`config.mk`:
```
export PLATFORM = sky130hd
export DESIGN_NAME = inst_loader
export DESIGN_NICKNAME = d
export VERILOG_FILES = /design/src/rtl/inst_loader.sv
export SDC_FILE = /design/constraint.sdc
export NUM_CORES = 1
export LEC_CHECK = 0
export CORE_ASPECT_RATIO = 0.7
export CORE_MARGIN = 3
export CORE_UTILIZATION = 45
export CTS_CLUSTER_SIZE = 25
export DETAILED_ROUTE_END_ITERATION = 6
export PLACE_DENSITY = 0.75
export SETUP_SLACK_MARGIN = 0.05
export SLEW_MARGIN = 40
export SYNTH_ARGS = -nofsm -noshare
export SYNTH_HDL_FRONTEND = slang
export SYNTH_SLANG_ARGS = --single-unit
export TNS_END_PERCENT = 10
```
`constraint.sdc`:
```
create_clock -name clk -period 3.3 [get_ports clk]
set_input_delay 0.495 -clock clk [delete_from_list [all_inputs] [get_ports clk]]
set_output_delay 0.495 -clock clk [all_outputs]
set_load 0.02 [all_outputs]
```
`src/rtl/inst_loader.sv`:
```
// inst_loader: length-prefixed byte-stream loader that assembles opcodes and
// drives the instruction-buffer write port. write_inst_en doubles as the core
// pipeline hold, so it stays high for the whole load session.
module inst_loader #(
    parameter int unsigned OPCODE_WIDTH = 25,
    parameter int unsigned OPCODE_COUNT = 64
) (
    input  logic                            clk,
    input  logic                            reset,
    input  logic                            in_valid,
    input  logic [7:0]                      in_data,
    output logic                            in_ready,
    output logic                            write_inst_en,
    output logic [OPCODE_WIDTH-1:0]         write_inst_data,
    output logic [$clog2(OPCODE_COUNT)-1:0] write_inst_addr,
    output logic                            busy,
    output logic                            load_done,
    output logic                            load_error
);

    localparam int unsigned BPW = (OPCODE_WIDTH + 7) / 8;
    localparam int unsigned AW  = $clog2(OPCODE_COUNT);
    localparam int unsigned BCW = (BPW > 1) ? $clog2(BPW) : 1;

    typedef enum logic [1:0] {
        S_IDLE   = 2'd0,
        S_LOAD   = 2'd1,
        S_COMMIT = 2'd2,
        S_ERR    = 2'd3
    } state_t;

    state_t            state;
    logic [BCW-1:0]    byte_cnt;
    logic [AW-1:0]     last_idx;

    logic              accept_c;
    logic              hdr_ok_c;
    logic [OPCODE_WIDTH-1:0] merged_c;

    // Handshake uses the registered ready, so nothing combinational reaches outputs.
    assign accept_c = in_valid & in_ready;
    assign hdr_ok_c = (in_data != 8'd0) && (32'(in_data) <= OPCODE_COUNT);

    // Current word with the incoming byte dropped into its lane; bits past the opcode width fall away.
    always_comb begin
        merged_c = write_inst_data;
        for (int unsigned b = 0; b < OPCODE_WIDTH; b++) begin
            if (BCW'(b / 8) == byte_cnt) begin
                merged_c[b] = in_data[3'(b % 8)];
            end
        end
    end

    // Load session state machine; write_inst_addr is the word index and write_inst_data the word register.
    always_ff @(posedge clk) begin
        if (reset) begin
            state           <= S_IDLE;
            byte_cnt        <= '0;
            last_idx        <= '0;
            in_ready        <= 1'b0;
            write_inst_en   <= 1'b0;
            write_inst_data <= '0;
            write_inst_addr <= '0;
            busy            <= 1'b0;
            load_done       <= 1'b0;
            load_error      <= 1'b0;
        end else begin
            load_done <= 1'b0;
            case (state)
                S_IDLE: begin
                    in_ready <= 1'b1;
                    if (accept_c) begin
                        if (hdr_ok_c) begin
                            state           <= S_LOAD;
                            write_inst_en   <= 1'b1;
                            busy            <= 1'b1;
                            write_inst_addr <= '0;
                            write_inst_data <= '0;
                            byte_cnt        <= '0;
                            last_idx        <= AW'(in_data - 8'd1);
                        end else begin
                            state      <= S_ERR;
                            load_error <= 1'b1;
                        end
                    end
                end
                S_LOAD: begin
                    if (accept_c) begin
                        write_inst_data <= merged_c;
                        if (byte_cnt == BCW'(BPW - 1)) begin
                            state    <= S_COMMIT;
                            in_ready <= 1'b0;
                        end else begin
                            byte_cnt <= byte_cnt + 1'b1;
                        end
                    end
                end
                S_COMMIT: begin
                    in_ready <= 1'b1;
                    byte_cnt <= '0;
                    if (write_inst_addr == last_idx) begin
                        state         <= S_IDLE;
                        write_inst_en <= 1'b0;
                        busy          <= 1'b0;
                        load_done     <= 1'b1;
                    end else begin
                        state           <= S_LOAD;
                        write_inst_addr <= write_inst_addr + 1'b1;
                        write_inst_data <= '0;
                    end
                end
                S_ERR: begin
                    in_ready   <= 1'b1;
                    load_error <= 1'b1;
                end
                default: begin
                    state <= S_IDLE;
                end
            endcase
        end
    end

endmodule

```
# After elaboration in Yosys (flattened, before gate mapping)
# Cells that the tools add are included.
word_totals:
  input_bits: 11
  out_inout_bits: 36
  word_cells: 114
  ff_bits: 45
classes:
  n_mux: 56
  eq_ne: 20
  magnitude_cmp: 1
  n_reduce_logical: 20
  bitwise_logic: 2
  add_sub_neg: 3
op_table:
  columns: ["cell", "n"]
  rows:
  - ["$mux 25", 4]
  - ["$pmux 25 s3", 1]
  - ["$mux 1", 34]
  - ["$ne 2x2->1 const B", 12]
  - ["$reduce_and 6->1", 4]
  - ["$mux 6", 3]
  - ["$mux 2", 8]
  - ["$pmux 2 s3", 2]
  - ["$pmux 6 s2", 1]
  - ["$reduce_and 4->1", 3]
  - ["$le 8x7->1 const B", 1]
  - ["$reduce_bool 8->1", 1]
  - ["$add 6x1->6 const B", 1]
  - ["$eq 2x2->1 const B", 3]
  - ["$eq 6x6->1", 1]
  - ["$pmux 1 s2", 3]
  - ["$reduce_and 3->1", 2]
  - ["$sub 6x1->6 const B", 1]
  - ["$reduce_and 5->1", 1]
  - ["$eq 2x2->1 const A", 2]
  - ["$logic_not 2->1", 2]
  - ["$reduce_bool 2->1", 2]
  - ["$reduce_bool 3->1", 1]
  - ["$reduce_or 3->1", 1]
  - ["other kinds (8)", 8]

# Depth between registers and ports, before layout
# Gate-level depths: netlist (run 1).
logic_depth:
  word_depth: 5
  ltp_mapped: 8
  ltp_nobuf: 7

# Least setup slack after synthesis (run 1)
# No wires, ideal clock.
synth_timing:
  path_type: "reg2reg"
  startpoint: "reg state[1]"
  endpoint: "reg write_inst_data[24]"
  n_path_buf: 0
  arrival_time_ps: 2013
  t_required_ps: 3230
  setup_time_ps: 70
  path_stages_with_launch: 8
  period_less_slack_ps: 2084
  path_slack_ps: 1216
  path_cell_list: "dfxtp_1 > inv_1 > ha_1 > or2_2 > a21oi_4 > nand2_1 > or4b_2 > a21oi_1"
synth_via:
  elab_chain_cells: 3
  elab_cells_between_ends: 11
  cone_classes: "eq/ne (7); mux (1); reduce/logical (3)"
synth_lines:
  columns: ["element", "line_no", "text"]
  rows:
  - ["start: declaration", "32", "state_t state;"]
  - ["start signal: assignment", "57", "state <= S_IDLE;"]
  - ["start signal: assignment", "74", "state <= S_LOAD;"]
  - ["start signal: assignment", "82", "state <= S_ERR;"]
  - ["$eq 2x1->1, or another cell as far along", "69", "case (state)"]
  - ["$ne 2x2->1 (no source line) or $reduce_bool 3->1 (tied branches)", null, null]
  - ["$reduce_and 6->1 (no source line)", null, null]
  - ["end signal: assignment", "89", "write_inst_data <= merged_c;"]
  - ["end: declaration", "14", "output logic [OPCODE_WIDTH-1:0] write_inst_data,"]
# Several ways; a longest one is shown, not always the timed one.
# A chain may end at the register's enable or synchronous reset.

# Worst setup path after layout (run 1)
layout_timing:
  startpoint: "in in_data[0]"
  endpoint: "reg last_idx[3]"
layout_via:
  elab_chain_cells: 3
  elab_cells_between_ends: 5
  cone_classes: "add/sub (1); order compare (1); reduce/logical (3)"
layout_lines:
  columns: ["element", "line_no", "text"]
  rows:
  - ["start: declaration", "11", "input logic [7:0] in_data,"]
  - ["$le 8x7->1 or $reduce_bool 8->1 (tied branches)", "42", "assign hdr_ok_c = (in_data != 8'd0) && (32'(in_data) <= OPCODE_COUNT);"]
  - ["$logic_and 1x1->1", "42", null]
  - ["$reduce_and 3->1 (no source line)", null, null]
  - ["end signal: assignment", "80", "last_idx <= AW'(in_data - 8'd1);"]
  - ["end: declaration", "34", "logic [AW-1:0] last_idx;"]
# Several ways; a longest one is shown, not always the timed one.

==> flow_metrics.tcl, run 1 <==
set metrics [dict create \
    outcome "completed" \
    yosysMostFrequentCell "dfxtp_1" \
    hold_path.class "register to register" \
    drv_slew 0 \
    swShare 0.3867 \
    clkTransAtPathRegs_ns 0.08 \
    synthFlopType "dfxtp_1" \
    routed_wirelength_microns 5511 \
    cts.sinks 45 \
    fill_cells 442 \
    wl_per_cell_microns 15.27 \
    cap_violations 0 \
    yosysSeqAreaShare 0.3766 \
    fin_crit_sh 0.7857 \
    ys_types 50 \
    die_h_microns 67 \
    num_io_pins 47 \
    busiest_layer "met1" \
    drcViolationCount 0 \
    grtUsageMet3 0.04966 \
    path_max_fanout 13 \
    cts_root_buf "clkbuf_8" \
    antenna_left 0 \
    total_power_mw 1.922 \
    ys_seq_elements 45 \
    met1_usage 0.2805 \
    postLayoutCoreUtil 0.6087 \
    worst_slew_pin_slew_ns 0.7271 \
    grt_pass1_vias 1846 \
    max_stage_delay_ns 0.69 \
    synth_area_sq_um 2392 \
    required_ns 3.51 \
    holdBufCountCts 0 \
    drive_above_1_share 0.09589 \
    seqCellArea_sq_um 900.9 \
    synthTopCellsByCount "dfxtp_1 (45), nand2b_1 (27), mux2i_1 (25)" \
    rsz0062_at_grt "no" \
    max_freq_ghz 0.3857 \
    synth-compound-area-share 0.1548 \
    place_congestion 0.8967 \
    multiInputGateArea_sq_um 1389 \
    seq_power_share 0.338 \
    cp_cell_sequence "clkdlybuf4s50_1, inv_1, ha_1, nor3b_4, nand3_1, a2111oi_4, nor2_1, a211oi_1" \
    antenna_found_initial 0 \
    synth_area_leaders "dfxtp_1 (38%), mux2i_1 (10%), nand2b_1 (7.1%)" \
    ir_worst_vdd_mv 0.2844 \
    cts_made_buffers 5 \
    worstSetupPathType "input pin to register" \
    core_sq_um 4940 \
    yosys.area.top_type_share 0.3766 \
    yosys_warnings 0 \
    hold_viol_final 0 \
    net-switching-power_uw 743.0 \
    r2r_slack_ns 0.86 \
    viasPerCell 5.368 \
    pwr-share-clk 0.210 \
    leakage_nw 1.143 \
    fin_nets 315 \
    fin_skew_ns 0.007123 \
    grt_max_degree 39 \
    p_per_area_nw_per_um2 639.2 \
    cp_slowest_cell "a2111oi_4" \
    p_int_mw 1.179 \
    synth_edf_count 0 \
    diodes 0 \
    syn_inst 247 \
    synthSimpleGateAreaFrac 0.2171 \
    synth_top_family_by_area "simple AND/OR/NAND/NOR gates" \
    area_growth_pct 25.68 \
    grt_first_pass_wirelength_microns 9170 \
    fp.dieArea_sq_um 6241 \
    grtUsageMet2 0.2637 \
    grt_usage 0.1874 \
    setup_viol 0 \
    crit_path_start_kind "input pin" \
    initial_core_util 0.4843 \
    async_flop_share 0 \
    first_pass_iters 4 \
    cp-end-kind "register" \
    cts_tree "built" \
    clock_latency_ns 0.30 \
    htree_levels 2 \
    min_period_ns 2.593 \
    maxSlewHeadroom 0.5152 \
    hpwl_microns 4109 \
    synth_xor_area_frac 0.03661 \
    r2r_cells 6 \
    rows 21 \
    portBuffers 46 \
    cts.repair.resized 0 \
    setup_tns_ns 0 \
    synth-adder-area-share 0.06276 \
    cp_data_arrival_time_ns 2.81 \
    synth.avg_cell_area_sq_um 9.685 \
    drt_first_iter_violations 125 \
    grt.overflow.total 0 \
    synthMuxAreaShare 0.1093 \
    clock_path_buffers 2 \
    num_vias 1938 \
    yosysTopAreaCell "dfxtp_1" \
    p_comb_frac 0.453 \
    whs_path_depth 2 \
    synth_nets 270 \
    die_x_microns 93.15 \
    post-cts-setup-buffers 0 \
]
==> stage by stage <==
| step | instances | hold slack [ns] | setup slack (ns) | instance area [sq um] |
|---|---|---|---|---|
| 6_report | 361 | 0.4804 | 0.7073 | 3007 |
| 3_5_place_dp | 354 | 0.4706 | 0.4375 | 2903 |
| 5_1_grt | 361 | 0.5058 | 0.3778 | 3007 |
| 2_1_floorplan | 247 | 0.4647 | 1.216 | 2392 |
| 4_1_cts | 361 | 0.4855 | 0.7040 | 3007 |
| 3_3_place_gp | 354 | 0.4615 | 0.5225 | 2908 |
==> layer usage <==
metal / wire length (microns) / part of all wire
met1: 2865 / 0.52
met2: 2223 / 0.40
met3: 368 / 0.067
met4: 54 / 0.0098
met5: 0 / 0
==> cells by family after synthesis <==
family                     Yosys count
and+or+nand+nor                     87
buffers and inverters               24
adders and majority gates           12
DFF                                 45
AOI/OAI and AO/OA                   43
xor gates and xnor gates            10
muxes                               26
==> path summary, 6_finish.rpt <==
path	start	end
worst min register to register	write_inst_data[9]	write_inst_data[9]
worst max register to register	state[0]	write_inst_data[11]
worst max-delay path	in_data[0]	last_idx[3]
worst min-delay path	write_inst_data[9]	write_inst_data[9]
==> power groups by stage <==
stage                     sequential [mW]  clock (mW)  combinational [mW]
after detailed placement            0.662           0               0.863
after floorplan                     0.703           0               0.573
after global placement              0.661           0               0.855
final                               0.649       0.403               0.870
after global routing                0.659       0.426               0.942
after CTS                           0.650       0.410               0.866
==> area by class of cell <==
cell class / count / share of cell area
timing repair buffer: 49 / 0.1590
clock inverter: 2 / 0.01165
clock buffer: 5 / 0.02289
tap: 69 / 0.02871
sequential: 45 / 0.2996
inverter: 13 / 0.01623
multi-input combinational: 178 / 0.4619
==> placed cells by master, fill, tap and decap left out, types with 2 or more instances in the layout <==
cell type,netlist,layout
clkbuf_8,0,5
or3_1,4,4
nor2_1,12,12
a2111oi_4,2,2
nand2_1,12,12
o21ai_0,6,6
ha_1,12,12
xnor2_1,7,7
or2_2,3,3
nand3_1,3,3
o2111ai_2,3,3
nand3b_1,7,7
nand4_1,2,2
inv_1,13,13
nor3_1,3,3
clkdlybuf4s50_1,0,45
buf_4,1,3
a21oi_1,9,9
dfxtp_1,45,45
a31oi_1,2,2
nand2b_1,27,27
and3_1,2,2
nand4b_1,2,2
a211oi_1,9,9
xor2_1,3,3
mux2i_1,25,25
==> flip-flops by register name, summed over array words and instances, names as in the netlist <==
name             flops
state                2
write_inst_data     25
busy                 1
last_idx             6
in_ready             1
load_done            1
load_error           1
byte_cnt             2
write_inst_addr      6
==> worst max-delay path: cells and delay by family <==
family	cells	cell delay, ns
compound gates	2	0.91
fa+ha+maj	1	0.16
buf+inv	2	0.59
simple gates	3	0.65
(Power assumes the default switching activity.)
==> run 2: changes to the inputs <==
Settings changed: PLACE_DENSITY 0.75 to 0.78.
Clock period 3.3 ns to 2.2 ns, I/O delays scaled along.
==> run 2 against run 1 <==
Effect of this change:
- via count increased by 6.6%
- critical path type is now register to register
- wire length increased by 8.0%
- largest power group unchanged
- cell count increased by 7.2%
- sequential power increased by 51%
- combinational power increased by 90%
- power increased by 68%
==> flow_metrics.tcl, run 2 (synthesis gave the netlist of run 1 again) <==
set metrics [dict create \
    outcome "completed" \
    grt.overflow.total 0 \
    fp.dieArea_sq_um 6241 \
    max_stage_delay_ns 0.49 \
    drv_slew 0 \
    final_cells 387 \
    fill_cells 422 \
    setup_tns_ns 0 \
    clock_latency_ns 0.30 \
    place_inst 380 \
    leakage_nw 1.310 \
    busiest_layer "met2" \
    routed_wirelength_microns 5952 \
    core_sq_um 4940 \
    r2r_cells 7 \
    holdBufCountCts 0 \
    cp-end-kind "register" \
    worstSetupPathType "register to register" \
    seqCellArea_sq_um 900.9 \
    cts_made_buffers 5 \
    whs_path_depth 3 \
    grt_max_degree 56 \
    worst-path-buf-inv 1 \
    cp_data_arrival_time_ns 2.21 \
    drcViolationCount 0 \
    met1_usage 0.2895 \
    path_max_fanout 4 \
    initial_core_util 0.4843 \
    grt_usage 0.1975 \
    ir_worst_vdd_mv 0.3770 \
    cts.sinks 45 \
    die_x_microns 93.15 \
    cts_tree "built" \
    worst_slew_pin_slew_ns 0.5749 \
    area_growth_pct 37.50 \
    grtUsageMet2 0.2960 \
    grt_first_pass_wirelength_microns 9632 \
    max_freq_ghz 0.5060 \
    wl_per_cell_microns 15.38 \
    min_period_ns 1.976 \
    fin_skew_ns 0.005257 \
    antenna_left 0 \
    clock_path_buffers 2 \
    largest_register "write_inst_data" \
    multiInputGateArea_sq_um 1413 \
    p_per_area_nw_per_um2 980.1 \
    viasPerCell 5.339 \
    die_h_microns 67 \
    grt_pass1_vias 1970 \
    drive_above_1_share 0.1855 \
    cts_root_buf "clkbuf_8" \
    rsz0062_at_grt "no" \
    path_delay_family "simple AND/OR/NAND/NOR gates" \
    maxSlewHeadroom 0.6156 \
    post-cts-setup-buffers 0 \
    hold_path.class "input pin to register" \
    portBuffers 46 \
    clkTransAtPathRegs_ns 0.08 \
    cp_slowest_cell "or4b_4" \
    top_regs "write_inst_data x25, last_idx x6, write_inst_addr x6" \
    diodes 0 \
    hpwl_microns 4345 \
    fin_nets 341 \
    crit_path_start_kind "register" \
    fin_crit_sh 0.8983 \
    setup_viol 0 \
    drt_first_iter_violations 172 \
    num_io_pins 47 \
    grtUsageMet3 0.04063 \
    first_pass_iters 4 \
    htree_levels 2 \
    required_ns 2.44 \
    rows 21 \
    hold_viol_final 0 \
    largest_reg_flops 25 \
    cap_violations 0 \
    cp_cell_sequence "inv_1, ha_1, or2_2, a21oi_4, nand2_1, or4b_4, a21oi_2" \
    path_depth 7 \
    layout_common_cells "dfxtp_1 (45), clkdlybuf4s50_1 (44), nand2b_1 (27)" \
    final_common_cell "dfxtp_1" \
    antenna_found_initial 0 \
    num_vias 2066 \
    place_congestion 0.8960 \
]
==> run 2: cell types whose count changed in the layout (fill, tap and decap cells not counted), moves of 2 or more <==
cell            delta
buf_12             +4
dlymetal6s2s_1     +2
inv_2              +2
inv_1              -2
buf_4             +21
==> run 2: per-stage QoR <==
step                area (sq um)  worst slack (ns)  utilization  power (mW)  hold slack [ns]
floorplan                   2392            0.1164            -       1.915           0.4256
CTS                         3257           0.05504       0.6593       3.199           0.4879
global route                3289            0.1335       0.6659       3.383           0.3999
finish                      3289            0.2237       0.6659       3.224           0.3903
detailed placement          3153           -0.2692       0.6383       2.593           0.4720
global placement            3153           -0.2307       0.6383       2.563           0.4659
==> run 2: area by class of cell <==
class | count | area share
inverters | 13 | 0.01483
repair buffers | 75 | 0.2240
clock buffers | 5 | 0.02092
clock inverters | 2 | 0.01065
multi-input cells | 178 | 0.4294
well taps | 69 | 0.02625
flip-flops and latches | 45 | 0.2739
==> run 2: routing by layer <==
layer	share of wire	routed length (microns)
met1	0.50	2951
met2	0.44	2603
met3	0.055	329
met4	0.011	68
met5	0	0
==> run 2: worst paths after layout <==
| path | slack (ns) | to | from |
|---|---|---|---|
| hold / removal | 0.39 | last_idx[0] | in_data[0] |
| hold reg to reg | 0.49 | write_inst_data[3] | write_inst_data[3] |
| setup / recovery | 0.22 | write_inst_data[24] | state[1] |
| setup reg to reg | 0.22 | write_inst_data[24] | state[1] |
==> run 2: worst register-to-register path, delay by kind of cell (launching register included) <==
family          cells  cell delay, ns
buf+inv             1            0.10
simple gates        3            0.92
flops               1            0.40
compound gates      2            0.28
fa+ha+maj           1            0.20
==> run 2: what timing repair did <==
item,CTS,global route
gates resized for setup,0,12
endpoints found under the setup margin,1,21
pin swaps,1,6
==> run 2: power by group <==
part | internal, mW | switching (mW) | leakage, nW
clock | 0.330 | 0.271 | 0.0540
combinational | 0.789 | 0.856 | 0.892
sequential | 0.906 | 0.0717 | 0.364
